<file path="src/rtl/crc_link_pkg.sv">
`default_nettype none
// ============================================================================
//  Module      : crc_link_pkg
//  Description : Shared state encoding and default widths for the CRC link
//                arbiter slice.
//  Revision    : 1.0 - initial release
// ============================================================================
package crc_link_pkg;

    typedef enum logic [2:0] {
        IDLE  = 3'd0,
        CLEAR = 3'd1,
        MSG   = 3'd2,
        CRC   = 3'd3,
        GAP   = 3'd4
    } link_state_t;

    localparam int MSG_W_DEF = 11;
    localparam int CRC_W_DEF = 5;

    // Counter must hold the largest per-state cycle index; never narrower than 1 bit.
    function automatic int cnt_width(input int a, input int b, input int c);
        int m;
        m = a;
        if (b > m) m = b;
        if (c > m) m = c;
        return (m <= 2) ? 1 : $clog2(m);
    endfunction

endpackage
`default_nettype wire

</file>
<file path="src/rtl/rr_picker.sv">
`default_nettype none
// ============================================================================
//  Module      : rr_picker
//  Description : Combinational round-robin search for the first set request
//                bit at or after the pointer, wrapping cyclically.
//  Revision    : 1.0 - initial release
// ============================================================================
module rr_picker
    import crc_link_pkg::*;
#(
    parameter int NUM_REQ = 4,
    parameter int IDX_W   = $clog2(NUM_REQ)
) (
    input  logic [NUM_REQ-1:0] i_req,
    input  logic [IDX_W-1:0]   i_ptr,
    output logic [IDX_W-1:0]   o_winner,
    output logic               o_valid
);

    logic [IDX_W:0]   w_sum;
    logic [IDX_W-1:0] w_winner;
    logic             w_valid;

    always_comb begin
        w_winner = '0;
        w_valid  = 1'b0;
        w_sum    = '0;
        for (int i = 0; i < NUM_REQ; i++) begin
            w_sum = {1'b0, i_ptr} + (IDX_W+1)'(i);
            if (w_sum >= (IDX_W+1)'(NUM_REQ)) begin
                w_sum = w_sum - (IDX_W+1)'(NUM_REQ);
            end
            if (!w_valid && i_req[w_sum[IDX_W-1:0]]) begin
                w_valid  = 1'b1;
                w_winner = w_sum[IDX_W-1:0];
            end
        end
    end

    assign o_winner = w_winner;
    assign o_valid  = w_valid;

endmodule
`default_nettype wire

</file>
<file path="src/rtl/crc_link_arbiter.sv">
`default_nettype none
// ============================================================================
//  Module      : crc_link_arbiter
//  Description : Round-robin owner of a serial CRC-5 sender; clears the
//                sender, shifts the granted message out MSB-first, then waits
//                out the CRC tail and inter-frame gap.
//  Revision    : 1.0 - initial release
// ============================================================================
module crc_link_arbiter
    import crc_link_pkg::*;
#(
    parameter int NUM_REQ = 4,
    parameter int MSG_W   = MSG_W_DEF,
    parameter int CRC_W   = CRC_W_DEF,
    parameter int GAP_CYC = 2
) (
    input  logic                       ck,
    input  logic                       rst,
    input  logic [NUM_REQ-1:0]         req,
    input  logic [NUM_REQ*MSG_W-1:0]   msg,
    output logic [NUM_REQ-1:0]         ack,
    output logic                       snd_rst_n,
    output logic                       snd_bit,
    output logic                       busy,
    output logic [$clog2(NUM_REQ)-1:0] grant_id,
    output logic                       frame_done
);

    localparam int IDX_W = $clog2(NUM_REQ);
    localparam int CNT_W = cnt_width(MSG_W, CRC_W, GAP_CYC);

    link_state_t        r_state;
    logic [CNT_W-1:0]   r_cnt;
    logic [MSG_W-1:0]   r_latch;
    logic [IDX_W-1:0]   r_ptr;
    logic [IDX_W-1:0]   r_grant;
    logic [NUM_REQ-1:0] r_ack;
    logic               r_snd_rst_n;
    logic               r_snd_bit;
    logic               r_busy;
    logic               r_frame_done;

    logic [IDX_W-1:0]   w_winner;
    logic               w_valid;

    rr_picker #(
        .NUM_REQ (NUM_REQ),
        .IDX_W   (IDX_W)
    ) u_rr_picker (
        .i_req    (req),
        .i_ptr    (r_ptr),
        .o_winner (w_winner),
        .o_valid  (w_valid)
    );

    always_ff @(posedge ck) begin
        if (rst) begin
            r_state      <= IDLE;
            r_cnt        <= '0;
            r_latch      <= '0;
            r_ptr        <= '0;
            r_grant      <= '0;
            r_ack        <= '0;
            r_snd_rst_n  <= 1'b0;
            r_snd_bit    <= 1'b0;
            r_busy       <= 1'b0;
            r_frame_done <= 1'b0;
        end else begin
            r_ack        <= '0;
            r_frame_done <= 1'b0;
            case (r_state)
                IDLE: begin
                    r_busy      <= 1'b0;
                    r_snd_rst_n <= 1'b1;
                    r_snd_bit   <= 1'b0;
                    // After reset the sender sees one released cycle before a grant.
                    if (w_valid && r_snd_rst_n) begin
                        r_latch     <= msg[w_winner*MSG_W +: MSG_W];
                        r_grant     <= w_winner;
                        r_ptr       <= (w_winner == IDX_W'(NUM_REQ-1)) ? '0 : w_winner + IDX_W'(1);
                        r_snd_rst_n <= 1'b0;
                        r_busy      <= 1'b1;
                        r_state     <= CLEAR;
                    end
                end
                CLEAR: begin
                    r_snd_rst_n <= 1'b1;
                    r_snd_bit   <= r_latch[MSG_W-1];
                    r_latch     <= {r_latch[MSG_W-2:0], 1'b0};
                    r_cnt       <= '0;
                    r_state     <= MSG;
                end
                MSG: begin
                    // Latch shifts left so its MSB is always the next bit to send.
                    if (r_cnt == CNT_W'(MSG_W-1)) begin
                        r_snd_bit <= 1'b0;
                        r_cnt     <= '0;
                        r_state   <= CRC;
                    end else begin
                        r_snd_bit <= r_latch[MSG_W-1];
                        r_latch   <= {r_latch[MSG_W-2:0], 1'b0};
                        r_cnt     <= r_cnt + CNT_W'(1);
                    end
                end
                CRC: begin
                    if (r_cnt == CNT_W'(CRC_W-1)) begin
                        r_ack[r_grant] <= 1'b1;
                        r_frame_done   <= 1'b1;
                        r_cnt          <= '0;
                        r_state        <= GAP;
                    end else begin
                        r_cnt <= r_cnt + CNT_W'(1);
                    end
                end
                GAP: begin
                    if (r_cnt == CNT_W'(GAP_CYC-1)) begin
                        r_busy  <= 1'b0;
                        r_cnt   <= '0;
                        r_state <= IDLE;
                    end else begin
                        r_cnt <= r_cnt + CNT_W'(1);
                    end
                end
                default: begin
                    r_state <= IDLE;
                end
            endcase
        end
    end

    assign ack        = r_ack;
    assign snd_rst_n  = r_snd_rst_n;
    assign snd_bit    = r_snd_bit;
    assign busy       = r_busy;
    assign grant_id   = r_grant;
    assign frame_done = r_frame_done;

endmodule
`default_nettype wire

</file>
<file path="config.mk">
export PLATFORM = sky130hd
export DESIGN_NAME = crc_link_arbiter
export DESIGN_NICKNAME = d
export VERILOG_FILES = /design/src/rtl/crc_link_pkg.sv /design/src/rtl/rr_picker.sv /design/src/rtl/crc_link_arbiter.sv
export SDC_FILE = /design/constraint.sdc
export NUM_CORES = 1
export LEC_CHECK = 0
export ABC_CLOCK_PERIOD_IN_PS = 5600
export CAP_MARGIN = 20
export CORE_UTILIZATION = 50
export DETAILED_ROUTE_END_ITERATION = 10
export PLACE_DENSITY_LB_ADDON = 0.08
export SLEW_MARGIN = 20
export SYNTH_ARGS = -nofsm -noshare
export SYNTH_HDL_FRONTEND = slang
export SYNTH_SLANG_ARGS = --single-unit
export TNS_END_PERCENT = 1
</file>
<file path="constraint.sdc">
create_clock -name ck -period 5.6 [get_ports ck]
set_clock_uncertainty 0.2 [all_clocks]
set_input_delay 1.12 -clock ck [delete_from_list [all_inputs] [get_ports ck]]
set_output_delay 1.12 -clock ck [all_outputs]
set_load 0.01 [all_outputs]
</file>
==> results.py <==
metrics = {
    "routing": {
        "met3_length_um": 271,
        "vias": 1918,
        "wl_met2_mm": 2.14,
        "wl_met1_mm": 2.21,
        "ant_nets": 0,
        "wl_mm": 4.68,
        "wl_per_cell_um": 13.9,
        "drtPass1Iterations": 4,
        "route.detailed.drc": 0,
        "drt_iter0_markers": 144,
        "routed.top_layer": "met4",
        "viasPerCell": 5.69,
    },
    "grt": {
        "grt_pass1_vias": 1700,
        "antenna_found_initial": 0,
        "grt_pass1_wl_mm": 7.65,
        "grt_overflow_total": 0,
        "grt_max_degree": 28,
        "track_usage_pct": 23.1,
    },
    "clock_network": {
        "clock_latency_ns": 0.28,
        "postCtsHoldBufs": 0,
        "post_cts_buffers": 0,
        "h-tree-depth": 2,
        "clk_pin_slew_worst_paths_ns": 0.07,
        "cts_tree": "built",
        "cts_buffer_depth": 2,
        "cts_root_buf": "clkbuf_8",
        "cts_made_buffers": 5,
        "cts_resized": 0,
        "clock_sinks": 30,
    },
    "yosys": {
        "synthAdderAreaFrac_pct": 2.48,
        "synth_xor_area_share_pct": 1.30,
        "synth_seq_cells": 30,
        "syn_nets": 294,
        "synth-simple-area-share_pct": 23.2,
        "ys_warn_count": 0,
        "ys_seq_area_share_pct": 29.7,
        "ys_types": 56,
        "synth_top_family_by_area": "compound AO/OA/AOI/OAI gates",
        "synth_mux_area_share_pct": 7.43,
        "syn_area_per_cell_um2": 8.41,
        "synth_compound_gate_area_share_pct": 28.4,
        "synthesis.instances": 240,
        "syn-cell-area_um2": 2020,
    },
    "run_status": {
        "status": "finished clean",
    },
    "pwr": {
        "comb_power_share_pct": 30.5,
        "p_sw_share_pct": 30.4,
        "p_seq_share_pct": 34.7,
        "internal_power_mw": 0.547,
        "p_leak_nw": 1.01,
        "p_sw_mw": 0.239,
        "vdd_ir_drop_max_uv": 131,
        "cellPowerDensity_nw_per_um2": 290,
        "pwr-share-clk_pct": 34.8,
        "power_mw": 0.787,
    },
    "setup_path": {
        "cp_data_arrival_time_ns": 3.47,
        "cp_max_fo": 27,
        "startpoint_type": "primary input",
        "critPathKind": "in -> reg",
        "end_kind": "register",
        "critPathRequiredTime_ns": 5.60,
    },
    "floorplanning": {
        "initial_utilization_pct": 53.6,
        "ios": 60,
        "die_h_um": 65.6,
        "core_area_um2": 3770,
        "die_width_um": 65.6,
        "die-area_um2": 4300,
        "rows": 22,
    },
    "finish": {
        "final_net_count": 342,
        "antenna_cells": 0,
        "syn_to_final_growth_pct": 34.2,
        "drive_gt1_share_pct": 8.65,
        "nFillCells": 296,
    },
    "timing": {
        "layout_setup_ws_ns": 2.13,
        "period_share_pct": 62.0,
        "fin_crit_ns": 3.47,
        "final.setup.tns_ns": 0,
        "finalHoldViolCount": 0,
        "relSlewSlack_pct": 39.1,
        "rsz0062_at_grt": "false",
        "fmax_mhz": 288,
        "setup_violations": 0,
        "slew_viol_final": 0,
        "max_slew.worst_pin.slew_ns": 0.911,
    },
    "hold_path": {
        "hp-class": "reg -> reg",
    },
    "placement": {
        "portBuffers": 59,
        "dpl.hpwl_mm": 3.32,
        "dp_slack_ns": 1.50,
        "globalplace.congestion": 0.797,
    },
    "run": {
        "cap_viol_max_count": 0,
    },
}
## synthesized netlist by cell type (all sizes together)
cell | instances | share of area, %
o22a | 1 | 0.43
dfxtp | 30 | 30
a21boi | 10 | 3.7
o41ai | 1 | 0.81
buf | 11 | 4.6
a21oi | 20 | 5.1
nor2 | 14 | 2.7
a32oi | 1 | 0.43
o41a | 1 | 0.62
o211ai | 10 | 3.7
nor3 | 5 | 1.5
a21o | 1 | 0.43
a31oi | 12 | 3.7
nand2b | 14 | 4.7
nand3 | 7 | 1.7
a311oi | 1 | 0.43
nor3b | 2 | 0.74
o2bb2ai | 1 | 0.74
and3b | 4 | 1.7
or2 | 1 | 0.31
a32o | 1 | 0.50
or3b | 2 | 0.87
nand2 | 10 | 1.9
clkbuf | 8 | 1.5
o21ai | 13 | 3.2
o32a | 1 | 0.50
xnor2 | 2 | 0.87
a211oi | 3 | 1.6
o221ai | 2 | 1.2
inv | 7 | 1.3
a21bo | 1 | 0.50
nand3b | 1 | 0.37
and3 | 14 | 4.3
or3 | 1 | 0.31
ha | 4 | 2.5
xor2 | 1 | 0.43
nor2b | 2 | 0.62
or2b | 1 | 0.37
mux2i | 15 | 7.4
a2111oi | 1 | 0.74
and2 | 3 | 1.1
## critical path: stages
cell             delay, ns
clkdlybuf4s50_1       0.88
nor2_1                0.32
nand3_1               0.16
a2111oi_4             0.60
o21ai_0               0.24
o211ai_1              0.15
## power groups by stage
stage	clock network, mW	registers (mW)	logic [mW]
global placement	0	0.277	0.232
floorplan	0	0.266	0.187
global route	0.291	0.278	0.263
finish	0.274	0.273	0.240
detailed placement	0	0.276	0.236
CTS	0.277	0.272	0.238
## layer usage
metal	vias to the layer above	global-route usage (%)
met5	-	0
met4	0	7.34
met3	6	5.73
met2	66	36.7
met1	867	30.5
li1	979	-
## placed cells by master (no fill, tap or decap), types with 2 or more instances in the layout
cell type | synthesis | final
o211ai_1 | 10 | 10
nand2b_1 | 13 | 13
nand3_1 | 7 | 7
mux2i_1 | 15 | 15
ha_1 | 4 | 4
and3b_1 | 4 | 4
a31oi_1 | 12 | 12
and2_1 | 2 | 2
clkbuf_8 | 0 | 6
a21boi_0 | 10 | 10
dfxtp_1 | 30 | 30
a21oi_1 | 19 | 19
o21ai_1 | 1 | 2
bufinv_16 | 0 | 2
nor3_1 | 4 | 4
clkdlybuf4s50_1 | 0 | 59
nor2_1 | 13 | 13
nor2b_1 | 2 | 2
xnor2_1 | 2 | 2
nor3b_1 | 2 | 2
nand2_1 | 10 | 10
and3_1 | 14 | 14
inv_1 | 6 | 6
a211oi_2 | 2 | 2
o21ai_0 | 12 | 11
## logic make-up after synthesis
kind of cell / after synthesis
xor gates and xnor gates: 3
and+or+nand+nor: 81
adders and majority gates: 4
muxes: 15
DFF: 30
AOI/OAI and AO/OA: 81
buffers and inverters: 26
## state kept, by name, summed over array words and instances, names as in the netlist
name	flops
ack	4
r_state	3
snd_rst_n	1
snd_bit	1
busy	1
grant_id	2
r_ptr	2
r_cnt	4
frame_done	1
r_latch	11
## final timing paths
kind	startpoint	to	slack [ns]	depth (start not counted)
setup / recovery	rst	r_latch[2]$_SDFFE_PP0P_	2.13	6
hold / removal	grant_id[0]$_SDFFE_PP0P_	ack[2]$_SDFF_PP0_	0.28	1
setup reg to reg	r_cnt[0]$_SDFFE_PP0P_	r_latch[0]$_SDFFE_PP0P_	2.94	7
hold reg to reg	grant_id[0]$_SDFFE_PP0P_	ack[2]$_SDFF_PP0_	0.28	1
## through the flow
| stage | utilization, % | std cells | hold WS [ns] | instance area, um2 |
|---|---|---|---|---|
| after floorplan | - | 240 | 0.255 | 2020 |
| after global placement | 67.8 | 329 | 0.274 | 2550 |
| after detailed placement | 67.8 | 329 | 0.273 | 2550 |
| after CTS | 71.5 | 337 | 0.289 | 2700 |
| after global routing | 71.9 | 337 | 0.338 | 2710 |
| final | 71.9 | 337 | 0.283 | 2710 |
## layout make-up
type	count	area (um2)	share of cell area (%)
Inverter	7	26.3	0.970
Multi-Input combinational cell	184	1280	47.3
Sequential cell	30	601	22.2
Clock inverter	2	60.1	2.22
Timing Repair Buffer	60	598	22.1
Tap cell	48	60.1	2.22
Clock buffer	6	82.6	3.05
(Power assumes the default switching activity.)
